[src/rtl/serial_addsub.sv]
// Digit-serial adder/subtractor: processes DIGIT bits per cycle, LSB first,
// and commits the full result, carry, overflow and zero flags after WIDTH/DIGIT cycles.
module serial_addsub #(
   parameter int WIDTH = 8,
   parameter int DIGIT = 1
) (
   input  logic             clk,
   input  logic             rst,
   input  logic             start,
   input  logic [WIDTH-1:0] a,
   input  logic [WIDTH-1:0] b,
   input  logic             mode,
   output logic             busy,
   output logic             done,
   output logic [WIDTH-1:0] s,
   output logic             cout,
   output logic             ovf,
   output logic             zero
);

   localparam int N  = WIDTH / DIGIT;
   localparam int CW = (N > 1) ? $clog2(N) : 1;

   typedef enum logic [1:0] {IDLE, RUN, DONE} state_e;

   state_e           state_q, state_d;
   logic [WIDTH-1:0] a_q, a_d, b_q, b_d, part_q, part_d;
   logic [WIDTH-1:0] s_q, s_d;
   logic [CW-1:0]    cnt_q, cnt_d;
   logic             carry_q, carry_d;
   logic             cout_q, cout_d, ovf_q, ovf_d, zero_q, zero_d;

   logic [DIGIT:0]   dsum;
   logic             c_msb_in;
   logic [WIDTH-1:0] part_next;

   // Carry into the digit MSB is recovered from the MSB sum bit: a ^ b ^ sum.
   always_comb begin
      dsum      = {1'b0, a_q[DIGIT-1:0]} + {1'b0, b_q[DIGIT-1:0]} + {{DIGIT{1'b0}}, carry_q};
      c_msb_in  = a_q[DIGIT-1] ^ b_q[DIGIT-1] ^ dsum[DIGIT-1];
      part_next = WIDTH'({dsum[DIGIT-1:0], part_q} >> DIGIT);
   end

   always_comb begin
      // NOTE: every signal gets a hold default first so no path leaves it unassigned (no latches).
      state_d = state_q;
      a_d     = a_q;
      b_d     = b_q;
      part_d  = part_q;
      carry_d = carry_q;
      cnt_d   = cnt_q;
      s_d     = s_q;
      cout_d  = cout_q;
      ovf_d   = ovf_q;
      zero_d  = zero_q;
      case (state_q)
         IDLE, DONE: begin
            if (start) begin
               a_d     = a;
               b_d     = b ^ {WIDTH{mode}};
               part_d  = '0;
               carry_d = mode;
               cnt_d   = '0;
               state_d = RUN;
            end else if (state_q == DONE) begin
               state_d = IDLE;
            end
         end
         RUN: begin
            a_d     = a_q >> DIGIT;
            b_d     = b_q >> DIGIT;
            part_d  = part_next;
            carry_d = dsum[DIGIT];
            cnt_d   = cnt_q + CW'(1);
            if (cnt_q == CW'(N - 1)) begin
               state_d = DONE;
               s_d     = part_next;
               cout_d  = dsum[DIGIT];
               ovf_d   = c_msb_in ^ dsum[DIGIT];
               zero_d  = (part_next == '0);
            end
         end
         default: state_d = IDLE;
      endcase
   end

   // NOTE: state registers use non-blocking assignments so every flop samples pre-edge values.
   always_ff @(posedge clk or posedge rst) begin
      if (rst) begin
         state_q <= IDLE;
         a_q     <= '0;
         b_q     <= '0;
         part_q  <= '0;
         carry_q <= 1'b0;
         cnt_q   <= '0;
         s_q     <= '0;
         cout_q  <= 1'b0;
         ovf_q   <= 1'b0;
         zero_q  <= 1'b1;
      end else begin
         state_q <= state_d;
         a_q     <= a_d;
         b_q     <= b_d;
         part_q  <= part_d;
         carry_q <= carry_d;
         cnt_q   <= cnt_d;
         s_q     <= s_d;
         cout_q  <= cout_d;
         ovf_q   <= ovf_d;
         zero_q  <= zero_d;
      end
   end

   assign busy = (state_q == RUN);
   assign done = (state_q == DONE);
   assign s    = s_q;
   assign cout = cout_q;
   assign ovf  = ovf_q;
   assign zero = zero_q;

endmodule
[config.mk]
export PLATFORM = sky130hd
export DESIGN_NAME = serial_addsub
export DESIGN_NICKNAME = d
export VERILOG_FILES = /design/src/rtl/serial_addsub.sv
export SDC_FILE = /design/constraint.sdc
export NUM_CORES = 1
export LEC_CHECK = 0
export CAP_MARGIN = 20
export CORE_MARGIN = 5
export CORE_UTILIZATION = 48
export DETAILED_ROUTE_END_ITERATION = 7
export PLACE_DENSITY = 0.75
export REMOVE_ABC_BUFFERS = 1
export SLEW_MARGIN = 40
export SYNTH_ARGS = -nofsm -noshare
export SYNTH_HDL_FRONTEND = slang
export SYNTH_SLANG_ARGS = --single-unit
[constraint.sdc]
create_clock -name clk -period 1.77 [get_ports clk]
set_input_delay 0.2655 -clock clk [delete_from_list [all_inputs] [get_ports clk]]
set_output_delay 0.2655 -clock clk [all_outputs]
set_load 0.05 [all_outputs]
[Word level (Yosys, flattened, before mapping)]
Index checks and enable logic that the tools add are counted.
W data, S select, Z words.
Storage, ports and cells
  bits in read-only memories: 0
  bits in latches: 0
  bits of input ports: 20
  output and inout port bits: 13
  memories: 0
  memory bits (writable): 0
  bits in registers: 41
Operators by class
  bitwise gates (word level): 4
  divide/modulo/power cells: 0
  shift operators: 0
  $mul: 0
  mux-type cells: 14
  add/sub/neg operators: 3
  eq/ne operators: 6
  reductions and logical operators: 7
  magnitude comparators: 0
Operators with widths (number)
  $pmux W8 S2: 3
  $mux W8: 3
  $logic_not A8 Y1: 1
  $xor A8 B8 Y8: 1
  $mux W2: 3
  $pmux W3 S2: 1
  $reduce_and A2 Y1: 3
  $pmux W2 S2: 1
  $add A3 B1 Y3 const B: 1
  $eq A3 B3 Y1 const B: 1
  $mux W3: 1
  $ne A3 B3 Y1 const B: 1
  $xor A1 B1 Y1: 3
  $add A1 B1 Y2: 1
  $add A2 B1 Y2: 1
  $eq A2 B1 Y1 const B: 1
  $eq A2 B2 Y1 const B: 1
  $logic_not A2 Y1: 1
  $ne A2 B1 Y1 const B: 1
  $ne A2 B2 Y1 const B: 1
  $pmux W1 S2: 1
  $reduce_bool A2 Y1: 1
  $reduce_or A2 Y1: 1
  $mux W1: 1

[Depth between registers and ports, before layout]
Gate-level depths: netlist of run 1.
  depth after elaboration: 4
  mapped depth: 6

[Worst setup path after synthesis of run 1]
Ideal clock, no wire load.
  path kind: register to register
  start: register cnt_q[0]
  end: register cout_q, in the netlist cout
  data arrival time: 1.451 ns
  stages on the path, launching flop included: 6
  buffers on the path: 1
  slack: 0.194 ns
  clock period less this slack: 1.576 ns
  library setup time: 0.125 ns
  cell sequence: dfrtp_1 -> ha_1 -> ha_1 -> nand3b_1 -> buf_2 -> mux2_2
Between the ends
  cells in the longest elaborated chain, start to end: 2
Ends and longest elaborated chain
  start: declaration: line 29  | logic [CW-1:0] cnt_q, cnt_d;
  start signal: assignment: line 106  | cnt_q <= cnt_d;
  $eq A3 B3 Y1: line 75  | if (cnt_q == CW'(N - 1)) begin
  $reduce_and A2 Y1 (no source line)
  end signal: assignment: line 108  | cout_q <= cout_d;
  end: declaration: line 31  | logic cout_q, cout_d, ovf_q, ovf_d, zero_q, zero_d;
Every way passes these cells.
A chain may end at the register's enable or synchronous reset.

[Final worst setup path of run 1]
  start: register state_q[0]
  end: output busy
Between the ends
  cells in the longest elaborated chain, start to end: 1
Ends and longest elaborated chain
  start: declaration: line 26  | state_e state_q, state_d;
  start signal: assignment: line 101  | state_q <= state_d;
  $eq A2 B1 Y1: line 114  | assign busy = (state_q == RUN);
  end: declaration: line 13  | output logic busy,
Every way passes these cells.

==> impl_metrics.toml, run 1 <==
[power_and_ir_drop]
p_clk_frac = 0.134
vdd_drop_max_mv = 0.897
p_comb_frac = 0.494
pwr-share-seq = 0.372
power_switching_mw = 1.73
p_int_mw = 2.63
p_per_area_nw_per_um2 = 1980
power.leakage_nw = 1.06
finalPower_mw = 4.36
p_sw_frac = 0.397

[final_layout]
fin_cells = 216
num_antenna_cells = 0
final_util = 0.642
nets = 192
area_growth_pct = 27.1
drive_above_1_share = 0.218

[placement]
place_ws_ps = 118
place_hpwl_mm = 2.42
portBuffers = 32
routabilityCongestion = 0.724
dp_cells = 208

[clock_network]
cts_resized = 3
cts_root_buffer = "clkbuf_4"
cts_tree = "done"
clockBufferDepth = 2
clk_latency_ps = 350
htree_levels = 2
clk_pin_slew_ps = 120
cts_setup_buffers = 0
cts_hold_buf = 0
cts_made_buffers = 5
cts.sinks = 40

[routing]
first_pass_iters = 4
routed-via-count = 1164
wl_per_cell_um = 15.0
ant_nets = 0
drc_errors = 0
drtIter0Drc = 46
wl_mm = 3.24
via_per_inst = 5.39

[setup_path]
worstPathArrival_ps = 1390
critPathLaunchType = "register"
critPathTopFamily = "flip-flops"
end_kind = "primary output"
critical_path.max_stage_delay_ps = 400
path_buf_inv = 2
crit_fanout = 17
timing.rr.start = "a_q[0]"
cpMaxStageDelayCell = "dfrtp_1"
crit_chain = "nor2b_2 -> buf_6 -> buf_12"
critical_path.startpoint = "state_q[0]"
worstSetupPathType = "reg -> out"
cp.required_ps = 1500

[floorplan]
ioPinCount = 33
start_util = 0.505
fp.dieW_um = 70.0
core-area_um2 = 3420
die-area_um2 = 4900
row_count = 21
die_h_um = 70.0

[sta]
hold_viol = 0
worstMarginPinSlew_ps = 499
setup_viol = 0
fin_skew_ps = 14.9
rsz0062_at_grt = "no"
fin_hold_ws_ps = 270
finalCriticalPeriod_ps = 1650
finalMaxSlewViolations = 0
slew_headroom = 0.667
finalCritPeriodShare = 0.934
fmax_mhz = 605
worst_slack_ps = 117

[yosys]
syn_inst = 131
ys_seq_area_frac = 0.580
yosys_warnings = 0
synth_seq_cells = 40
synth_area_leader_cell = "dfrtp_1"
yosys-top-cells-area = "dfrtp_1, a22o_1, mux2_2"
synthesis.area_um2 = 1730
synthDistinctLibCells = 24
syn_area_per_cell_um2 = 13.2
synth_top_area_frac = 0.565

[global_routing]
antenna_found_initial = 0
grt_pass1_wl_mm = 5.55
grtUsageTotal = 0.141
grt_max_degree = 41
grt_overflow = 0
grt_pass1_vias = 1234

[hold_path]
hp-class = "in -> async"

[job]
drv_cap = 0

[status]
status = "complete, no violations"
## layout by cell type (no fill, tap or decap), drive strengths merged
master and count:
mux2 10, clkinv 1, xnor2 10, a21o 8
dfstp 1, nor2 8, nand2 3, clkbuf 6
fa 1, nand2b 1, dfrtp 39, a221o 7
ha 2, clkdlybuf4s50 19, a22o 19, o21ai 3
inv 3, nor4 2, nand3b 1, dlygate4sd2 3
dlymetal6s2s 1, bufinv 1, xor2 1, buf 17
nor2b 3
## worst register-to-register path: stages, from the launching register on
cell	delay, ps
dfrtp_1	440
fa_1	570
nor4_1	300
nand2_1	70
o21ai_0	180
## Yosys cell counts
cell and n:
a21o_1 8, a221o_1 7, a22o_1 19, buf_1 1
buf_2 4, buf_4 2, buf_6 1, clkbuf_1 1
dfrtp_1 39, dfstp_2 1, fa_1 1, ha_1 2
inv_1 3, mux2_2 10, nand2_1 3, nand2b_1 1
nand3b_1 1, nor2_1 7, nor2_4 1, nor2b_1 3
nor4_1 2, o21ai_0 3, xnor2_1 10, xor2_1 1
## path summary, 6_finish.rpt
| path | endpoint | slack (ps) | depth (start not counted) |
|---|---|---|---|
| worst max-delay path | busy | 120 | 3 |
| worst min-delay path | b_q[2] | 270 | 3 |
| worst max register to register | zero | 160 | 4 |
| worst min register to register | a_q[4] | 490 | 1 |
| max in group asynchronous | zero | 1250 | 3 |
| min in group clk | a_q[4] | 490 | 1 |
## metal layers
layer / up-vias / GRT usage / share of wire
met5: - / 0 / 0
met4: 0 / 0.0383 / 0.013
met3: 5 / 0.0502 / 0.064
met2: 33 / 0.239 / 0.48
met1: 578 / 0.170 / 0.44
li1: 548 / - / -
## state kept, by name, indices dropped and copies added, names as in the netlist
signal   count
a_q          8
b_q          8
s            8
part_q       7
cnt_q        3
state_q      2
carry_q      1
cout         1
ovf          1
zero         1
## kinds of logic (layout without fill, tap and decap cells)
logic type / Yosys count / after routing / share of synthesized area
flops: 40 / 40 / 0.580
simple gates: 18 / 18 / 0.0544
buf+inv: 12 / 51 / 0.0377
xor+xnor: 11 / 11 / 0.0558
compound gates: 37 / 37 / 0.180
mux: 10 / 10 / 0.0652
fa+ha+maj: 3 / 3 / 0.0261
## layout make-up
type	count	area (µm²)
clock buffers	6	41.3
multi-input cells	79	662
clock inverters	2	35.0
flip-flops and latches	40	1000
fillers	303	1220
inverters	3	11.3
repair buffers	40	385
well taps	46	57.6
## metrics by stage
step                instance area (µm²)  setup TNS, ps
floorplan                          1670         -28680
global placement                   2120              0
detailed placement                 2120              0
CTS                                2190              0
global route                       2190              0
finish                             2190              0
## power by group through the flow
| stage | Sequential (mW) | Clock (mW) | Combinational (mW) |
|---|---|---|---|
| final | 1.62 | 0.583 | 2.15 |
| after global routing | 1.67 | 0.626 | 2.33 |
| after CTS | 1.62 | 0.604 | 2.18 |
| after detailed placement | 1.64 | 0 | 2.20 |
| after global placement | 1.61 | 0 | 2.12 |
| after floorplan | 1.97 | 0 | 1.13 |
Note: power is estimated with default switching activity, not from simulation.
==> run 2: changes to the inputs <==
--- a/config.mk
+++ b/config.mk
@@ -5,6 +5,7 @@
 export SDC_FILE = /design/constraint.sdc
 export NUM_CORES = 1
 export LEC_CHECK = 0
+export ABC_CLOCK_PERIOD_IN_PS = 1770
 export CAP_MARGIN = 20
 export CORE_MARGIN = 5
 export CORE_UTILIZATION = 48
==> results of run 2 <==
Same layout as run 1: the final DEF is identical, and so are final timing and power.
==> run 3: changes to the inputs <==
--- a/config.mk
+++ b/config.mk
@@ -5,13 +5,14 @@
 export SDC_FILE = /design/constraint.sdc
 export NUM_CORES = 1
 export LEC_CHECK = 0
-export ABC_CLOCK_PERIOD_IN_PS = 1770
+export ABC_CLOCK_PERIOD_IN_PS = 1500
 export CAP_MARGIN = 20
 export CORE_MARGIN = 5
-export CORE_UTILIZATION = 48
+export CORE_UTILIZATION = 46
 export DETAILED_ROUTE_END_ITERATION = 7
 export PLACE_DENSITY = 0.75
 export REMOVE_ABC_BUFFERS = 1
+export SKIP_CTS_REPAIR_TIMING = 1
 export SLEW_MARGIN = 40
 export SYNTH_ARGS = -nofsm -noshare
 export SYNTH_HDL_FRONTEND = slang
==> constraint.sdc (replaced) <==
create_clock -name clk -period 1.5 [get_ports clk]
set_input_delay 0.225 -clock clk [delete_from_list [all_inputs] [get_ports clk]]
set_output_delay 0.225 -clock clk [all_outputs]
set_load 0.05 [all_outputs]
==> impl_metrics.toml, run 3 (same netlist as run 1, synthesis figures left out) <==
[floorplan]
die_h_um = 71.3
ioPinCount = 33
core-area_um2 = 3660
start_util = 0.472
row_count = 22
fp.dieW_um = 71.3
die-area_um2 = 5080

[global_routing]
antenna_found_initial = 0
grt_max_degree = 41
grt_pass1_vias = 1245
grt_overflow = 0
grt_pass1_wl_mm = 5.62
grtUsageTotal = 0.142

[routing]
drc_errors = 0
via_per_inst = 5.17
routed-via-count = 1147
drtIter0Drc = 36
wl_per_cell_um = 14.1
first_pass_iters = 4
ant_nets = 0
wl_mm = 3.13

[clock_network]
clk_latency_ps = 290
cts_root_buffer = "clkbuf_8"
clockBufferDepth = 2
htree_levels = 2
clk_pin_slew_ps = 70
cts.sinks = 40
cts_tree = "done"
cts_made_buffers = 5

[setup_path]
crit_fanout = 3
r2r.worst_path.cells = 4
cp.required_ps = 1680
end_kind = "register"
reg2reg_to = "ovf"
critPathLaunchType = "register"
worstPathArrival_ps = 1660
reg2reg_slack_ps = 20
timing.rr.start = "carry_q"
worstSetupPathType = "reg -> reg"

[job]
drv_cap = 0

[sta]
finalCriticalPeriod_ps = 1480
rsz0062_at_grt = "yes"
worst_slack_ps = 15.9
fin_tns_setup_ps = 0
fin_skew_ps = 3.05
worstMarginPinSlew_ps = 317
hold_viol = 0
slew_headroom = 0.788
fmax_mhz = 674
finalMaxSlewViolations = 0
setup_viol = 0
finalCritPeriodShare = 0.989
fin_hold_ws_ps = 307

[placement]
routabilityCongestion = 0.719
place_hpwl_mm = 2.36
place_ws_ps = -67.9
portBuffers = 32
dp_cells = 214
place_area_um2 = 2190

[power_and_ir_drop]
p_per_area_nw_per_um2 = 2370
vdd_drop_max_mv = 1.08
finalPower_mw = 5.46
power.leakage_nw = 1.10

[final_layout]
num_antenna_cells = 0
nets = 197
area_growth_pct = 33.6
stdcell_area_um2 = 2310
layout_common_cells = "dfrtp_1, a22o_1, clkdlybuf4s50_1, buf_4, mux2_2"
fin_cells = 222
final_util = 0.630
layout_commonest_cell = "dfrtp_1"
drive_above_1_share = 0.287
fillerInstances = 283

[hold_path]
hp-class = "in -> async"

[status]
status = "complete, no violations"
[run 3: how the worst max path moves through the flow]
stage	depth (start not counted)	startpoint	end	slack, ps
2_1_floorplan	3	state_q[0]	cnt_q[0]	-1370
3_3_place_gp	5	start	a_q[4]	-20
3_5_place_dp	5	start	part_q[4]	-70
4_1_cts	3	state_q[0]	busy	-90
5_1_grt	3	state_q[0]	busy	-40
6_report	4	carry_q	ovf	20
[run 3: power by group]
| group | internal, mW | switching (mW) | total, mW |
|---|---|---|---|
| combinational | 1.45 | 1.44 | 2.89 |
| sequential | 1.58 | 0.342 | 1.92 |
| clock | 0.316 | 0.334 | 0.649 |
[run 3: layer usage]
metal	vias up	wire length [µm]	part of all wire	global-route usage
li1	558	-	-	-
met3	5	205	0.066	0.0575
met4	0	57	0.018	0.0626
met2	33	1420	0.45	0.219
met1	551	1440	0.46	0.174
met5	-	0	0	0
[run 3: worst max-delay path: stages, from the launching register on]
cell and delay [ps]:
dfrtp_1 410, fa_2 640, xnor2_2 120, xnor2_1 140, o21ai_1 70
[run 3: cell type report]
class,instances,area [µm²],area share
multi-input cells,79,688,0.298
inverters,3,11.3,0.00488
repair buffers,45,468,0.203
well taps,48,60.1,0.0260
clock inverters,1,5.00,0.00217
flip-flops and latches,40,1000,0.434
clock buffers,6,72.6,0.0315
